===== config.mk =====
export PLATFORM = sky130hd
export DESIGN_NAME = arc4_seq_ctrl
export DESIGN_NICKNAME = d
export VERILOG_FILES = /design/src/rtl/arc4_pkg.sv /design/src/rtl/arc4_mem_mux.sv /design/src/rtl/arc4_seq_ctrl.sv
export SDC_FILE = /design/constraint.sdc
export NUM_CORES = 1
export LEC_CHECK = 0
export ABC_AREA = 1
export CAP_MARGIN = 10
export CELL_PAD_IN_SITES_DETAIL_PLACEMENT = 2
export CELL_PAD_IN_SITES_GLOBAL_PLACEMENT = 2
export CORE_UTILIZATION = 22
export CTS_CLUSTER_SIZE = 14
export DETAILED_ROUTE_END_ITERATION = 12
export PLACE_DENSITY_LB_ADDON = 0.1
export SLEW_MARGIN = 40
export SYNTH_ARGS = -nofsm -noshare
export SYNTH_HDL_FRONTEND = slang
export SYNTH_SLANG_ARGS = --single-unit

===== constraint.sdc =====
create_clock -name clk -period 3.25 [get_ports clk]
set_input_delay 0.325 -clock clk [delete_from_list [all_inputs] [get_ports clk]]
set_output_delay 0.325 -clock clk [all_outputs]
set_load 0.02 [all_outputs]

===== src/rtl/arc4_pkg.sv =====
// Shared definitions for the ARC4 sequencer: FSM states, stage encoding,
// error flag positions and S-memory geometry.
package arc4_pkg;

  localparam int S_ADDR_W = 8;
  localparam int S_DATA_W = 8;

  localparam logic [1:0] STG_NONE = 2'd0;
  localparam logic [1:0] STG_INIT = 2'd1;
  localparam logic [1:0] STG_KSA  = 2'd2;
  localparam logic [1:0] STG_PRGA = 2'd3;

  localparam int ERR_WDOG  = 0;
  localparam int ERR_ILLWR = 1;

  typedef enum logic [3:0] {
    IDLE,
    INIT_REQ, INIT_ACK, INIT_RUN,
    KSA_REQ,  KSA_ACK,  KSA_RUN,
    PRGA_REQ, PRGA_ACK, PRGA_RUN,
    DONE
  } state_t;

  // Which engine owns the S-memory port in a given state
  function automatic logic [1:0] stage_of(input state_t s);
    case (s)
      INIT_REQ, INIT_ACK, INIT_RUN: stage_of = STG_INIT;
      KSA_REQ,  KSA_ACK,  KSA_RUN:  stage_of = STG_KSA;
      PRGA_REQ, PRGA_ACK, PRGA_RUN: stage_of = STG_PRGA;
      default:                      stage_of = STG_NONE;
    endcase
  endfunction

endpackage


===== src/rtl/arc4_mem_mux.sv =====
// Combinational S-memory port mux: forwards only the granted engine and
// flags any write enable raised by an engine that does not hold the grant.
module arc4_mem_mux
  import arc4_pkg::*;
#(
  parameter int ADDR_W = S_ADDR_W,
  parameter int DATA_W = S_DATA_W
) (
  input  logic [1:0]        stage,
  input  logic [ADDR_W-1:0] init_addr,
  input  logic [DATA_W-1:0] init_wrdata,
  input  logic              init_wren,
  input  logic [ADDR_W-1:0] ksa_addr,
  input  logic [DATA_W-1:0] ksa_wrdata,
  input  logic              ksa_wren,
  input  logic [ADDR_W-1:0] prga_addr,
  input  logic [DATA_W-1:0] prga_wrdata,
  input  logic              prga_wren,
  output logic [ADDR_W-1:0] s_addr,
  output logic [DATA_W-1:0] s_wrdata,
  output logic              s_wren,
  output logic              illegal_wr
);

  always_comb begin
    s_addr   = '0;
    s_wrdata = '0;
    s_wren   = 1'b0;
    case (stage)
      STG_INIT: begin
        s_addr   = init_addr;
        s_wrdata = init_wrdata;
        s_wren   = init_wren;
      end
      STG_KSA: begin
        s_addr   = ksa_addr;
        s_wrdata = ksa_wrdata;
        s_wren   = ksa_wren;
      end
      STG_PRGA: begin
        s_addr   = prga_addr;
        s_wrdata = prga_wrdata;
        s_wren   = prga_wren;
      end
      default: ;
    endcase
  end

  assign illegal_wr = (init_wren && (stage != STG_INIT)) ||
                      (ksa_wren  && (stage != STG_KSA))  ||
                      (prga_wren && (stage != STG_PRGA));

endmodule


===== src/rtl/arc4_seq_ctrl.sv =====
// ARC4 top-level sequencer: runs init, ksa, prga in order with a
// per-engine watchdog, and owns the grant on the shared S-memory port.
module arc4_seq_ctrl
  import arc4_pkg::*;
#(
  parameter int ADDR_W  = S_ADDR_W,
  parameter int DATA_W  = S_DATA_W,
  parameter int TIMEOUT = 4096
) (
  input  logic              clk,
  input  logic              rst_n,
  input  logic              en,
  output logic              rdy,
  output logic [1:0]        err,
  output logic [1:0]        stage,
  output logic              init_en,
  output logic              ksa_en,
  output logic              prga_en,
  input  logic              init_rdy,
  input  logic              ksa_rdy,
  input  logic              prga_rdy,
  input  logic [ADDR_W-1:0] init_addr,
  input  logic [ADDR_W-1:0] ksa_addr,
  input  logic [ADDR_W-1:0] prga_addr,
  input  logic [DATA_W-1:0] init_wrdata,
  input  logic [DATA_W-1:0] ksa_wrdata,
  input  logic [DATA_W-1:0] prga_wrdata,
  input  logic              init_wren,
  input  logic              ksa_wren,
  input  logic              prga_wren,
  output logic [ADDR_W-1:0] s_addr,
  output logic [DATA_W-1:0] s_wrdata,
  output logic              s_wren
);

  localparam int WD_W = (TIMEOUT > 0) ? $clog2(TIMEOUT + 1) : 1;
  localparam logic [WD_W-1:0] WD_MAX  = WD_W'(TIMEOUT);
  localparam logic [WD_W-1:0] WD_LAST = WD_W'(TIMEOUT - 1);

  state_t          state, state_next;
  logic [WD_W-1:0] wd_cnt;
  logic            wd_active, wd_hit, req_entry, illegal_wr;
  logic            init_go, ksa_go, prga_go;

  assign wd_active = (state == INIT_ACK) || (state == INIT_RUN) ||
                     (state == KSA_ACK)  || (state == KSA_RUN)  ||
                     (state == PRGA_ACK) || (state == PRGA_RUN);
  assign wd_hit    = (TIMEOUT != 0) && wd_active && (wd_cnt == WD_LAST);
  assign req_entry = (state_next != state) &&
                     ((state_next == INIT_REQ) || (state_next == KSA_REQ) ||
                      (state_next == PRGA_REQ));

  always_ff @(posedge clk) begin
    if (!rst_n) state <= IDLE;
    else        state <= state_next;
  end

  // Timeout is tested before any rdy edge so an expiring engine never advances
  always_comb begin
    state_next = state;
    init_go    = 1'b0;
    ksa_go     = 1'b0;
    prga_go    = 1'b0;
    case (state)
      IDLE:     if (en) state_next = INIT_REQ;
      INIT_REQ: if (init_rdy) begin init_go = 1'b1; state_next = INIT_ACK; end
      INIT_ACK: if (wd_hit) state_next = IDLE; else if (!init_rdy) state_next = INIT_RUN;
      INIT_RUN: if (wd_hit) state_next = IDLE; else if (init_rdy)  state_next = KSA_REQ;
      KSA_REQ:  if (ksa_rdy) begin ksa_go = 1'b1; state_next = KSA_ACK; end
      KSA_ACK:  if (wd_hit) state_next = IDLE; else if (!ksa_rdy)  state_next = KSA_RUN;
      KSA_RUN:  if (wd_hit) state_next = IDLE; else if (ksa_rdy)   state_next = PRGA_REQ;
      PRGA_REQ: if (prga_rdy) begin prga_go = 1'b1; state_next = PRGA_ACK; end
      PRGA_ACK: if (wd_hit) state_next = IDLE; else if (!prga_rdy) state_next = PRGA_RUN;
      PRGA_RUN: if (wd_hit) state_next = IDLE; else if (prga_rdy)  state_next = DONE;
      DONE:     state_next = IDLE;
      default:  state_next = IDLE;
    endcase
  end

  always_ff @(posedge clk) begin
    if (!rst_n)                           wd_cnt <= '0;
    else if (req_entry)                   wd_cnt <= '0;
    else if (wd_active && wd_cnt != WD_MAX) wd_cnt <= wd_cnt + 1'b1;
  end

  always_ff @(posedge clk) begin
    if (!rst_n) begin
      err <= '0;
    end else begin
      if (wd_hit)     err[ERR_WDOG]  <= 1'b1;
      if (illegal_wr) err[ERR_ILLWR] <= 1'b1;
    end
  end

  // Start pulses are masked by reset so an abort cannot kick an engine
  assign init_en = init_go & rst_n;
  assign ksa_en  = ksa_go  & rst_n;
  assign prga_en = prga_go & rst_n;
  assign rdy     = (state == IDLE);
  assign stage   = stage_of(state);

  arc4_mem_mux #(
    .ADDR_W (ADDR_W),
    .DATA_W (DATA_W)
  ) u_mem_mux (
    .stage       (stage),
    .init_addr   (init_addr),
    .init_wrdata (init_wrdata),
    .init_wren   (init_wren),
    .ksa_addr    (ksa_addr),
    .ksa_wrdata  (ksa_wrdata),
    .ksa_wren    (ksa_wren),
    .prga_addr   (prga_addr),
    .prga_wrdata (prga_wrdata),
    .prga_wren   (prga_wren),
    .s_addr      (s_addr),
    .s_wrdata    (s_wrdata),
    .s_wren      (s_wren),
    .illegal_wr  (illegal_wr)
  );

endmodule


==> flow_summary.yaml, run 1 <==
clock_tree:
  clk_path_buf_depth: 2
  post_cts_buffers: 0
  cts.sinks: 21
  clk_latency_ns: 0.27
  cts_hold_buf: 0
  cts-root-buf: "clkbuf_8"
  cts.clk_slew.worst_paths_ns: 0.08
  numCtsBuffers: 3
  cts_tree: "yes"
  post_cts_resize_count: 0
  htreeDepth: 1
final_layout:
  num_antenna_cells: 0
  multiInputGateArea_um2: 1180
  nNetsFinal: 468
  drive_gt1_frac: 0.0858
  utilization: 0.344
  fillCellCount: 1028
  regArea_um2: 420
  areaGrowthSynthToFinish_pct: 50.6
  fin_cells: 513
placed_design:
  post-dp-hpwl_um: 5970
  place_congestion: 0.771
  dp.cells: 509
  numPortBuffers: 81
logic_synthesis:
  synth_compound_area_frac: 0.0989
  syn_area_per_cell_um2: 5.71
  synth_cell_types: 28
  synthCells: 330
  synth-seq-cells: 21
  synth_area_leader_cell: "dfxtp_1"
  synthAdderAreaFrac: 0.0133
  synth_top_area_share: 0.223
  synth-simple-area-share: 0.464
  syn-num-nets: 389
  synth_top_family_by_area: "simple AND/OR/NAND/NOR gates"
  synth.mux.area_fraction: 0
  ys_top_cells_by_area: "dfxtp_1 22%, nand2_1 19%, nand3_1 11%, inv_1 11%, o211ai_1 6.8%"
  syn-cell-area_um2: 1880
  synth_xor_area_frac: 0.0511
  synth_seq_area_share: 0.223
  yosys_warnings: 0
sta:
  final.min_clock_period_ns: 2.75
  maxSlewViolCount: 0
  post-route-period-util: 0.847
  setup_viol: 0
  fin_skew_ns: 0.00825
  fin_tns_setup_ns: 0
  maxSlewHeadroom: 0.522
  worst_pin_slew_ns: 0.716
  fmax_mhz: 363
  rsz0062_at_grt: "no"
  hold_viol_final: 0
  hold_slack_ns: 0.456
worst_setup_path:
  cp_slowest_cell: "dfxtp_1"
  cp_max_fo: 21
  crit_type: "reg2out"
  crit_family: "buffers and inverters"
  critPathLaunchType: "register"
  worstPathArrival_ns: 2.43
  cp-end-kind: "primary output"
  max_stage_delay_ns: 0.79
  path_common_cell: "nand2_1"
  crit_chain: "nand2_1, clkinv_1, nand2_1, o211ai_1, clkdlybuf4s50_1"
  cp_num_buf_inv: 2
  required_ns: 2.92
global_routing:
  antenna_found_initial: 0
  grt_max_degree: 22
  grt_pass1_vias: 2420
  grt_pass1_wl_um: 11900
  grt_remaining_overflow: 0
  track_usage: 0.167
power_and_ir_drop:
  ir_drop_uv: 127
  power.density_nw_per_um2: 289
  p_leak_nw: 1.17
floorplan:
  num_rows: 33
  die_h_um: 94.5
  die_w_um: 94.5
  initial_utilization: 0.228
  floorplan.die_area_um2: 8940
  core_um2: 8260
  pin_count: 82
route:
  drtPass1Iterations: 4
  ant_nets: 0
  drt_iter0_drc: 30
  via_per_inst: 4.60
  wl_per_cell_um: 14.1
  routed_wl_um: 7260
  vias: 2360
  drc: 0
job:
  cap_violations: 0
run_status:
  outcome: "completed"
min_path:
  hp-class: "reg2reg"
-- area by class of cell --
| cell class | instances | area share |
|---|---|---|
| Inverter | 64 | 0.0847 |
| Sequential cell | 21 | 0.148 |
| Multi-Input combinational cell | 237 | 0.417 |
| Clock buffer | 4 | 0.0159 |
| Tap cell | 105 | 0.0463 |
| Timing Repair Buffer | 82 | 0.288 |
-- cells in the final DEF, fill, tap and decap left out, types with 4 or more instances in the layout --
cell / instances
xor2_1: 7
nand2_1: 93
nor2_2: 15
o211ai_1: 17
dfxtp_1: 21
xnor2_1: 4
nor2_1: 30
inv_1: 53
nand2_2: 4
o21ai_0: 5
nand3_1: 41
inv_2: 9
clkdlybuf4s50_1: 81
-- sequential cells by signal, indices dropped and copies added (netlist names) --
signal	count
err	2
stage	2
state	4
wd_cnt	13
-- layer usage --
layer	part of all wire	GRT usage	up-vias
met4	0.0066	0.0265	0
li1	-	-	1191
met1	0.50	0.228	1099
met2	0.43	0.280	65
met3	0.068	0.0258	5
met5	0	0	-
-- power breakdown --
part           switching (mW)  leakage, nW  internal [mW]
sequential             0.0134        0.170          0.267
combinational           0.194        0.972          0.166
clock                  0.0919       0.0228         0.0876
total                   0.299         1.17          0.521
-- worst reg2reg max path, stage by stage, from the launching register on --
cell     delay, ns
dfxtp_1       0.56
nand2_1       0.17
nor2_1        0.25
nor2_2        0.08
nand2_2       0.10
nand2_1       0.09
nand2_1       0.16
nand3_2       0.11
inv_1         0.11
nand3_1       0.09
nand3_1       0.08
nand2_1       0.07
nand2_2       0.31
nor2_1        0.08
-- stage by stage --
step	cell area [um2]	worst slack [ns]	power, mW
floorplan	1880	1.15	0.474
global placement	2790	0.838	0.647
detailed placement	2790	0.744	0.653
CTS	2840	0.444	0.836
global route	2840	0.312	0.884
finish	2840	0.498	0.820
-- synthesized netlist by cell type (all sizes together) --
master,instances
nand2,97
inv,62
nor2,45
nand3,42
dfxtp,21
o211ai,17
xor2,7
clkbuf,6
o21ai,6
xnor2,4
a21oi,3
nand4,3
nor3,3
nor4,3
buf,2
clkinv,2
ha,2
nand3b,2
a22oi,1
a31oi,1
or2,1
-- logic make-up after synthesis --
logic type	after synthesis
AND/OR/NAND/NOR	196
buffers and inverters	72
AO/OA/AOI/OAI	28
flip-flops	21
XOR/XNOR	11
adder cells (fa/ha/maj)	2
-- final timing paths --
kind                      end  cells after the start  slack, ns      from
setup / recovery  s_wrdata[7]                      5       0.50  stage[1]
hold reg to reg        err[0]                      2       0.46    err[0]
hold / removal         err[0]                      2       0.46    err[0]
setup reg to reg   wd_cnt[10]                     13       0.88  state[1]
(Power assumes the default switching activity.)
==> inputs of run 2 (changes only) <==
--- a/config.mk
+++ b/config.mk
@@ -9,7 +9,7 @@
 export CAP_MARGIN = 10
 export CELL_PAD_IN_SITES_DETAIL_PLACEMENT = 2
 export CELL_PAD_IN_SITES_GLOBAL_PLACEMENT = 2
-export CORE_UTILIZATION = 22
+export CORE_UTILIZATION = 20
 export CTS_CLUSTER_SIZE = 14
 export DETAILED_ROUTE_END_ITERATION = 12
 export PLACE_DENSITY_LB_ADDON = 0.1
==> constraint.sdc (replaced) <==
create_clock -name clk -period 2.68 [get_ports clk]
set_input_delay 0.268 -clock clk [delete_from_list [all_inputs] [get_ports clk]]
set_output_delay 0.268 -clock clk [all_outputs]
set_load 0.02 [all_outputs]
==> run 2 against run 1 <==
Combinational power increased by 24%. First-iteration DRC count increased by 93%. Via count decreased by 1.7%. Critical endpoint is now init_en. Highest routed layer unchanged.
==> flow_summary.yaml, run 2 (same netlist as run 1, synthesis figures left out) <==
route:
  drc: 0
  ant_nets: 0
  drt_iter0_drc: 58
  drtPass1Iterations: 4
  vias: 2321
  wl_per_cell_um: 14.9
  via_per_inst: 4.45
  routed_wl_um: 7770
sta:
  setup_viol: 0
  worst_pin_slew_ns: 0.408
  fmax_mhz: 422
  final.min_clock_period_ns: 2.37
  worst_slack_ns: 0.312
  maxSlewViolCount: 0
  fin_tns_setup_ns: 0
  post-route-period-util: 0.884
  maxSlewHeadroom: 0.727
  fin_skew_ns: 0.00315
  hold_viol_final: 0
  rsz0062_at_grt: "no"
job:
  cap_violations: 0
worst_setup_path:
  reg2regPathDepth: 13
  reg2reg_from: "wd_cnt[0]"
  required_ns: 2.41
  worstPathArrival_ns: 2.10
  r2r_slack_ns: 0.48
  r2r_end: "wd_cnt[10]"
  cp-end-kind: "primary output"
  cp_max_fo: 9
  crit_type: "reg2out"
  critPathLaunchType: "register"
floorplan:
  floorplan.die_area_um2: 9810
  die_w_um: 99.1
  die_h_um: 99.1
  pin_count: 82
  num_rows: 35
  initial_utilization: 0.205
  core_um2: 9200
final_layout:
  largest_reg_flops: 13
  drive_gt1_frac: 0.0902
  final_cell_mix: "93 x nand2_1, 81 x clkdlybuf4s50_1, 53 x inv_1"
  fillCellCount: 1156
  nNetsFinal: 470
  top_register: "wd_cnt"
  areaGrowthSynthToFinish_pct: 51.8
  num_antenna_cells: 0
  top_regs: "wd_cnt (13), state (4)"
  utilization: 0.311
  final_common_cell: "nand2_1"
global_routing:
  track_usage: 0.161
  grt_max_degree: 19
  grt_pass1_vias: 2491
  antenna_found_initial: 0
  grt_pass1_wl_um: 12500
  grt_remaining_overflow: 0
min_path:
  hp-start: "err[0]"
  hp-class: "reg2reg"
  whs_path_depth: 2
  hold_path_end: "err[0]"
clock_tree:
  cts.clk_slew.worst_paths_ns: 0.08
  clk_path_buf_depth: 2
  numCtsBuffers: 3
  cts_tree: "yes"
  cts_hold_buf: 0
  cts-root-buf: "clkbuf_8"
  post_cts_buffers: 0
  htreeDepth: 1
  clk_latency_ns: 0.27
  post_cts_resize_count: 0
  cts.sinks: 21
power_and_ir_drop:
  p_leak_nw: 1.18
  ir_drop_uv: 187
  p_total_mw: 1.01
  power.density_nw_per_um2: 352
placed_design:
  post-dp-hpwl_um: 6420
  place_congestion: 0.773
  place_ws_ns: 0.366
  numPortBuffers: 81
run_status:
  outcome: "completed"
-- run 2: cell count changes in the layout (fill, tap and decap cells not counted), sizes merged --
cell  previous run  this run
buf              1         3
-- run 2: stage by stage --
step | hold WS, ns | cell area, um2 | cells
after floorplan | 0.384 | 1880 | 330
after global placement | 0.475 | 2820 | 517
after detailed placement | 0.456 | 2820 | 517
after CTS | 0.469 | 2860 | 521
after global routing | 0.486 | 2860 | 521
final | 0.460 | 2860 | 521
-- run 2: final cells by class --
type	count	area, um2	area share
multi-input combinational	237	1180	0.413
timing repair buffer	84	833	0.291
sequential	21	420	0.147
inverter	64	240	0.0840
tap	111	139	0.0486
clock buffer	4	45.0	0.0157
-- run 2: worst max path at each step --
stage	startpoint	to	cells after the start
2_1_floorplan	stage[0]	s_addr[0]	5
3_3_place_gp	init_rdy	wd_cnt[9]	14
3_5_place_dp	init_rdy	wd_cnt[10]	14
4_1_cts	state[2]	prga_en	7
5_1_grt	state[1]	prga_en	7
6_report	state[0]	init_en	5
-- run 2: critical path, cell delays in order, from the launching register on --
cell and delay [ns]:
dfxtp_1 0.47, inv_2 0.15, nor2_2 0.24, nand3_1 0.22, nor2_1 0.14, clkdlybuf4s50_1 0.61
-- run 2: per-layer routing --
layer | up-vias | wire [um] | GRT usage
li1 | 1195 | - | -
met1 | 1101 | 3560 | 0.199
met2 | 21 | 4050 | 0.303
met3 | 4 | 117 | 0.0213
met4 | 0 | 44 | 0.0215
met5 | - | 0 | 0
-- run 2: power breakdown --
part	leakage (nW)	switching [mW]	internal, mW	total [mW]
clock network	0.0228	0.115	0.106	0.222
registers	0.170	0.0153	0.324	0.339
logic	0.983	0.245	0.202	0.447
total	1.18	0.376	0.632	1.01
